### src/rtl/vector_dispatch.sv
// Issue controller for the vector lane array: accepts one instruction, starts the lanes,
// streams write data, assembles read data and returns a single response.
module vector_dispatch #(
  parameter int vlen_p     = 8,
  parameter int vdw_p      = 8,
  parameter int els_p      = 8,
  parameter int lanes_p    = 4,
  parameter int op_width_p = 4,
  parameter int timeout_p  = 64,
  localparam int v_addr_width_lp = $clog2(els_p)
) (
  input  logic                         clk_i,
  input  logic                         reset_n_i,
  input  logic                         v_i,
  output logic                         ready_o,
  input  logic [op_width_p-1:0]        op_i,
  input  logic [v_addr_width_lp-1:0]   vd_i,
  input  logic [v_addr_width_lp-1:0]   vs1_i,
  input  logic [v_addr_width_lp-1:0]   vs2_i,
  input  logic [vdw_p-1:0]             scalar_i,
  input  logic [vlen_p*vdw_p-1:0]      w_vec_i,
  output logic                         v_o,
  input  logic                         yumi_i,
  output logic [vlen_p*vdw_p-1:0]      r_vec_o,
  output logic                         error_o,
  output logic                         start_o,
  output logic [op_width_p-1:0]        op_o,
  output logic [vdw_p-1:0]             scalar_o,
  output logic [v_addr_width_lp-1:0]   vd_o,
  output logic [v_addr_width_lp-1:0]   vs1_o,
  output logic [v_addr_width_lp-1:0]   vs2_o,
  output logic [lanes_p*vdw_p-1:0]     lane_w_data_o,
  input  logic [lanes_p-1:0]           lane_v_i,
  input  logic [lanes_p*vdw_p-1:0]     lane_r_data_i,
  input  logic [lanes_p-1:0]           lane_done_i
);

  localparam int beats_lp      = vlen_p / lanes_p;
  localparam int rb_width_lp   = (beats_lp > 1) ? $clog2(beats_lp) : 1;
  localparam int beat_width_lp = $clog2(beats_lp + 1);
  localparam int tmo_width_lp  = (timeout_p > 1) ? $clog2(timeout_p) : 1;

  typedef enum logic [1:0] {IDLE, ISSUE, WAIT, RESP} state_e;

  state_e                        state_r, state_n;
  logic [vlen_p*vdw_p-1:0]       w_vec_r;
  logic [vlen_p*vdw_p-1:0]       r_vec_r;
  logic [lanes_p-1:0]            done_mask_r;
  logic [beat_width_lp-1:0]      beat_r;
  logic [rb_width_lp-1:0]        rb_r [lanes_p];
  logic [tmo_width_lp-1:0]       tmo_r;
  logic                          error_r;
  logic [op_width_p-1:0]         op_r;
  logic [vdw_p-1:0]              scalar_r;
  logic [v_addr_width_lp-1:0]    vd_r, vs1_r, vs2_r;

  logic accept, all_done, timed_out, stream_active;

  assign accept        = v_i & (state_r == IDLE);
  assign all_done      = &(done_mask_r | lane_done_i);
  assign timed_out     = (tmo_r == tmo_width_lp'(timeout_p - 1));
  assign stream_active = (state_r == ISSUE) ||
                         ((state_r == WAIT) && (beat_r < beat_width_lp'(beats_lp)));

  // NOTE: every always_comb output gets a default first so no path leaves it unassigned (no latch).
  always_comb begin
    state_n = state_r;
    unique case (state_r)
      IDLE:    if (v_i) state_n = ISSUE;
      ISSUE:   state_n = WAIT;
      WAIT:    if (all_done || timed_out) state_n = RESP;
      RESP:    if (yumi_i) state_n = IDLE;
      default: state_n = IDLE;
    endcase
  end

  // Beat k of the latched vector is presented in the k-th cycle counted from ISSUE.
  always_comb begin
    lane_w_data_o = '0;
    if (stream_active) begin
      for (int l = 0; l < lanes_p; l++) begin
        lane_w_data_o[l*vdw_p +: vdw_p] = w_vec_r[(int'(beat_r)*lanes_p + l)*vdw_p +: vdw_p];
      end
    end
  end

  // NOTE: the read buffer drives a port with a defined reset value, so it is reset like any other flop.
  always_ff @(posedge clk_i or negedge reset_n_i) begin
    if (!reset_n_i) begin
      state_r     <= IDLE;
      w_vec_r     <= '0;
      r_vec_r     <= '0;
      done_mask_r <= '0;
      beat_r      <= '0;
      tmo_r       <= '0;
      error_r     <= 1'b0;
      op_r        <= '0;
      scalar_r    <= '0;
      vd_r        <= '0;
      vs1_r       <= '0;
      vs2_r       <= '0;
      for (int l = 0; l < lanes_p; l++) rb_r[l] <= '0;
    end else begin
      // NOTE: sequential state uses non-blocking assignments so every flop samples pre-edge values.
      state_r <= state_n;

      if (accept) begin
        op_r        <= op_i;
        scalar_r    <= scalar_i;
        vd_r        <= vd_i;
        vs1_r       <= vs1_i;
        vs2_r       <= vs2_i;
        w_vec_r     <= w_vec_i;
        r_vec_r     <= '0;
        done_mask_r <= '0;
        error_r     <= 1'b0;
        beat_r      <= '0;
        for (int l = 0; l < lanes_p; l++) rb_r[l] <= '0;
      end

      if (state_r == ISSUE) tmo_r <= '0;

      if (stream_active) beat_r <= beat_r + 1'b1;

      if (state_r == WAIT) begin
        tmo_r       <= tmo_r + 1'b1;
        done_mask_r <= done_mask_r | lane_done_i;
        if (timed_out && !all_done) error_r <= 1'b1;
        for (int l = 0; l < lanes_p; l++) begin
          if (lane_v_i[l]) begin
            r_vec_r[(int'(rb_r[l])*lanes_p + l)*vdw_p +: vdw_p] <= lane_r_data_i[l*vdw_p +: vdw_p];
            if (rb_r[l] != rb_width_lp'(beats_lp - 1)) rb_r[l] <= rb_r[l] + 1'b1;
          end
        end
      end
    end
  end

  assign ready_o  = (state_r == IDLE);
  assign start_o  = (state_r == ISSUE);
  assign v_o      = (state_r == RESP);
  assign r_vec_o  = r_vec_r;
  assign error_o  = error_r;
  assign op_o     = op_r;
  assign scalar_o = scalar_r;
  assign vd_o     = vd_r;
  assign vs1_o    = vs1_r;
  assign vs2_o    = vs2_r;

endmodule

### config.mk
export PLATFORM = sky130hd
export DESIGN_NAME = vector_dispatch
export DESIGN_NICKNAME = d
export VERILOG_FILES = /design/src/rtl/vector_dispatch.sv
export SDC_FILE = /design/constraint.sdc
export NUM_CORES = 1
export LEC_CHECK = 0
export CORE_MARGIN = 3
export CORE_UTILIZATION = 30
export DETAILED_ROUTE_END_ITERATION = 16
export PLACE_DENSITY = 0.66
export SYNTH_ARGS = -nofsm -noshare
export SYNTH_HDL_FRONTEND = slang
export SYNTH_SLANG_ARGS = --single-unit
### constraint.sdc
create_clock -name clk_i -period 2.1 [get_ports clk_i]
set_input_delay 0.42 -clock clk_i [delete_from_list [all_inputs] [get_ports clk_i]]
set_output_delay 0.42 -clock clk_i [all_outputs]
set_load 0.1 [all_outputs]
==> flow_summary.toml <==
[placement]
placedInstanceArea_um2 = 10580
detailed_place_hpwl_um = 14820
routabilityCongestion = 0.7821
place.port_buffers = 249

[cells_and_area]
filler_cell_count = 2056
insertedDiodeCount = 0
finalNetCount = 1041
final_design_area_no_fill_um2 = 11330
layout-drive-gt1-share_pct = 35.43
area_growth_syn_to_layout_pct = 58.97

[worst_setup_path]
bufs_and_invs_on_worst_path = 4
timing.rr.start = "state_r[0]"
cp_slowest_stage_delay_ns = 0.40
crit_path_required_time_ns = 1.68
worst-path-stages = 7
worstPathCellList = "buf_6 -> ha_4 -> o21ai_4 -> buf_12 -> buf_12 -> nor2_4 -> buf_12"
critical_path.top_delay_family = "buffers and inverters"
crit_path_top_delay_cell = "sky130_fd_sc_hd__dfrtp_1"
cpMostUsedCell = "sky130_fd_sc_hd__buf_12"
worstRegToRegCells = 7
cp_launch_type = "flop"
path_class = "flop to output port"
reg2reg_slack_ns = 0.32
worstPathArrival_ns = 1.81
crit-reg2reg-capture = "r_vec_o[15]"
critical_path.max_fanout = 7
critical_path.endpoint_type = "output port"

[yosys]
yosysUniqueCellTypes = 29
synth.cells.most_frequent = "sky130_fd_sc_hd__dfrtp_1 (168), sky130_fd_sc_hd__nand2_1 (146), sky130_fd_sc_hd__mux2_2 (85)"
postSynthAreaPerCell_um2 = 11.17
synth_warnings = 0
post_synth_instance_area_um2 = 7127
syn_nets = 772
synth_most_common_cell = "sky130_fd_sc_hd__dfrtp_1"
leading_post_synthesis_cells_by_cell_area = "sky130_fd_sc_hd__dfrtp_1 (59%), sky130_fd_sc_hd__mux2_2 (13%), sky130_fd_sc_hd__nand2_1 (7.7%)"
netlist_instances = 638
synth.yosys.seq_area_share_pct = 58.99
synth.ff_latch_count = 168
synthArstFlopShare_pct = 100.0
synth-main-ff-cell = "sky130_fd_sc_hd__dfrtp_1"
synth_edf_count = 0
netlist.top_cell.by_area = "sky130_fd_sc_hd__dfrtp_1"
post-synth-top-area-fraction_pct = 58.99

[outcome]
failed_checks = "setup timing"
run_status = "complete, but fails checks"

[routing]
drcViolationCount = 0
routed_wl_um = 19960
drt-vias-per-instance = 4.545
detailroute.via_count = 5604
detail_route.wl_per_cell_um = 16.19
postRouteAntennaNets = 0
count_of_tritonroute_iterations_in_the_first_routing_pass = 5
drt_first_iter_violations = 182

[cts]
clk_latency_ns = 0.42
clock_pin_slew_on_the_worst_setup_and_hold_paths_ns = 0.07
htreeDepth = 4
root_buffer = "sky130_fd_sc_hd__clkbuf_16"
cts_inserted_buffers = 17
max_buffers_root_to_sink = 2
cts_tree = "yes"
clock_sinks = 168

[worst_hold_path]
timing.hold.worst_endpoint = "r_vec_o[53]"
min_delay_path_depth = 2
hold_class = "flop to flop"
hold_path_startpoint = "r_vec_o[53]"

[sta]
final_hold_viol_count = 0
clock.fmax_mhz = 448.2
timing_max_transition_violations_final = 0
rsz0062_at_grt = "yes"
setup_viol = 32
max-slew-margin-rel_pct = 63.70
worst_slack_ns = -0.1311
finalCriticalPeriod_ns = 2.231
transition_time_at_the_pin_with_the_least_slew_margin_ns = 0.5445
final_min_period_over_clock_period_pct = 106.2
clock-skew-final_ns = 0.006853

[global_routing]
first_global_vias = 5746
grt_start_max_net_pins = 52
antenna_found_initial = 0
globalRouteOverflowTotal = 0
global_route_usage_over_all_layers_pct = 15.53
grt_pass1_wl_um = 31910

[floorplanning]
die_h_um = 160.1
die-area_um2 = 25640
core.rowCount = 55
fp.dieW_um = 160.1
initial_utilization_pct = 31.01
io-pin-count = 250
placeable_core_region_um2 = 22980

[job]
timing.max_cap.violations = 0
## registers in the layout, indices dropped and copies added (netlist names), 4 cells and up
name	flops
r_vec_o	64
w_vec_r	64
scalar_o	8
tmo_r	6
done_mask_r	4
op_o	4
rb_r	4
## cell type report
type                       instances  area (um^2)  area share, %
sequential                       168         4205          37.12
clock inverter                    13        162.7          1.436
timing repair buffer             285         3105          27.41
clock buffer                      19        442.9          3.909
inverter                           9        33.78         0.2982
tap                              313        391.6          3.457
multi-input combinational        426         2988          26.37
## cell usage in the layout (no fill, tap or decap), drive strengths merged, types with 2 or more instances in the layout
cell type      instances
clkinv                 5
nor2b                  2
inv                   14
o21ai                 11
and3                   6
bufinv                 2
nor2                  45
or2                    4
clkbuf                19
nand2                146
a21oi                  8
nand3                 72
ha                     5
mux2                  86
buf                  157
dfrtp                168
mux2i                 33
clkdlybuf4s50        127
## tightest hold or removal path, stage by stage, from the launching register on
cell and delay [ns]:
sky130_fd_sc_hd__dfrtp_1 0.34, sky130_fd_sc_hd__nand3_1 0.06, sky130_fd_sc_hd__nand2_1 0.06
## layer usage
layer  global-route usage, %  up-vias  share of wire (%)
met5                       0        -                  0
met4                   5.049        0                1.7
met3                   5.629       24                8.8
met2                   23.63      225                 45
met1                   20.63     2680                 45
li1                        -     2675                  -
## what timing repair did
item,4_1_cts,5_1_grt
endpoints found under the hold margin,47,0
buffers inserted,6,5
pin swaps,2,4
hold buffers,1,0
endpoints found under the setup margin,32,32
resized for setup,3,5
## cell families after synthesis
kind of cell	share of synthesized area, %
muxes	18.28
AOI/OAI and AO/OA	1.914
buffers and inverters	3.178
xor gates and xnor gates	0.1229
adders and majority gates	0.8778
DFF	58.99
and+or+nand+nor	16.64
## through the flow
| step | setup TNS, ns | utilization [%] | worst slack [ns] | instances | hold slack, ns |
|---|---|---|---|---|---|
| final | -3.420 | 49.29 | -0.1311 | 1233 | 0.5019 |
| after global routing | -5.127 | 49.29 | -0.1841 | 1233 | 0.5181 |
| after CTS | -4.728 | 49.08 | -0.1692 | 1228 | 0.5064 |
| after detailed placement | 0 | 46.05 | 0.1643 | 1189 | 0.4344 |
| after global placement | 0 | 46.05 | 0.1886 | 1189 | 0.4341 |
| after floorplan | -2.652 | - | -0.1309 | 638 | 0.1244 |
## worst max-delay path by stage
stage | slack (ns) | endpoint | from
floorplan | -0.13 | lane_w_data_o[10] | state_r[0]
global placement | 0.19 | lane_w_data_o[28] | state_r[0]
global route | -0.18 | lane_w_data_o[25] | state_r[0]
finish | -0.13 | lane_w_data_o[25] | state_r[0]
CTS | -0.17 | lane_w_data_o[25] | state_r[0]
detailed placement | 0.16 | lane_w_data_o[25] | state_r[0]
Power is not shown: default switching activity piles up to over one toggle a cycle in this logic, so the estimate is an artifact.
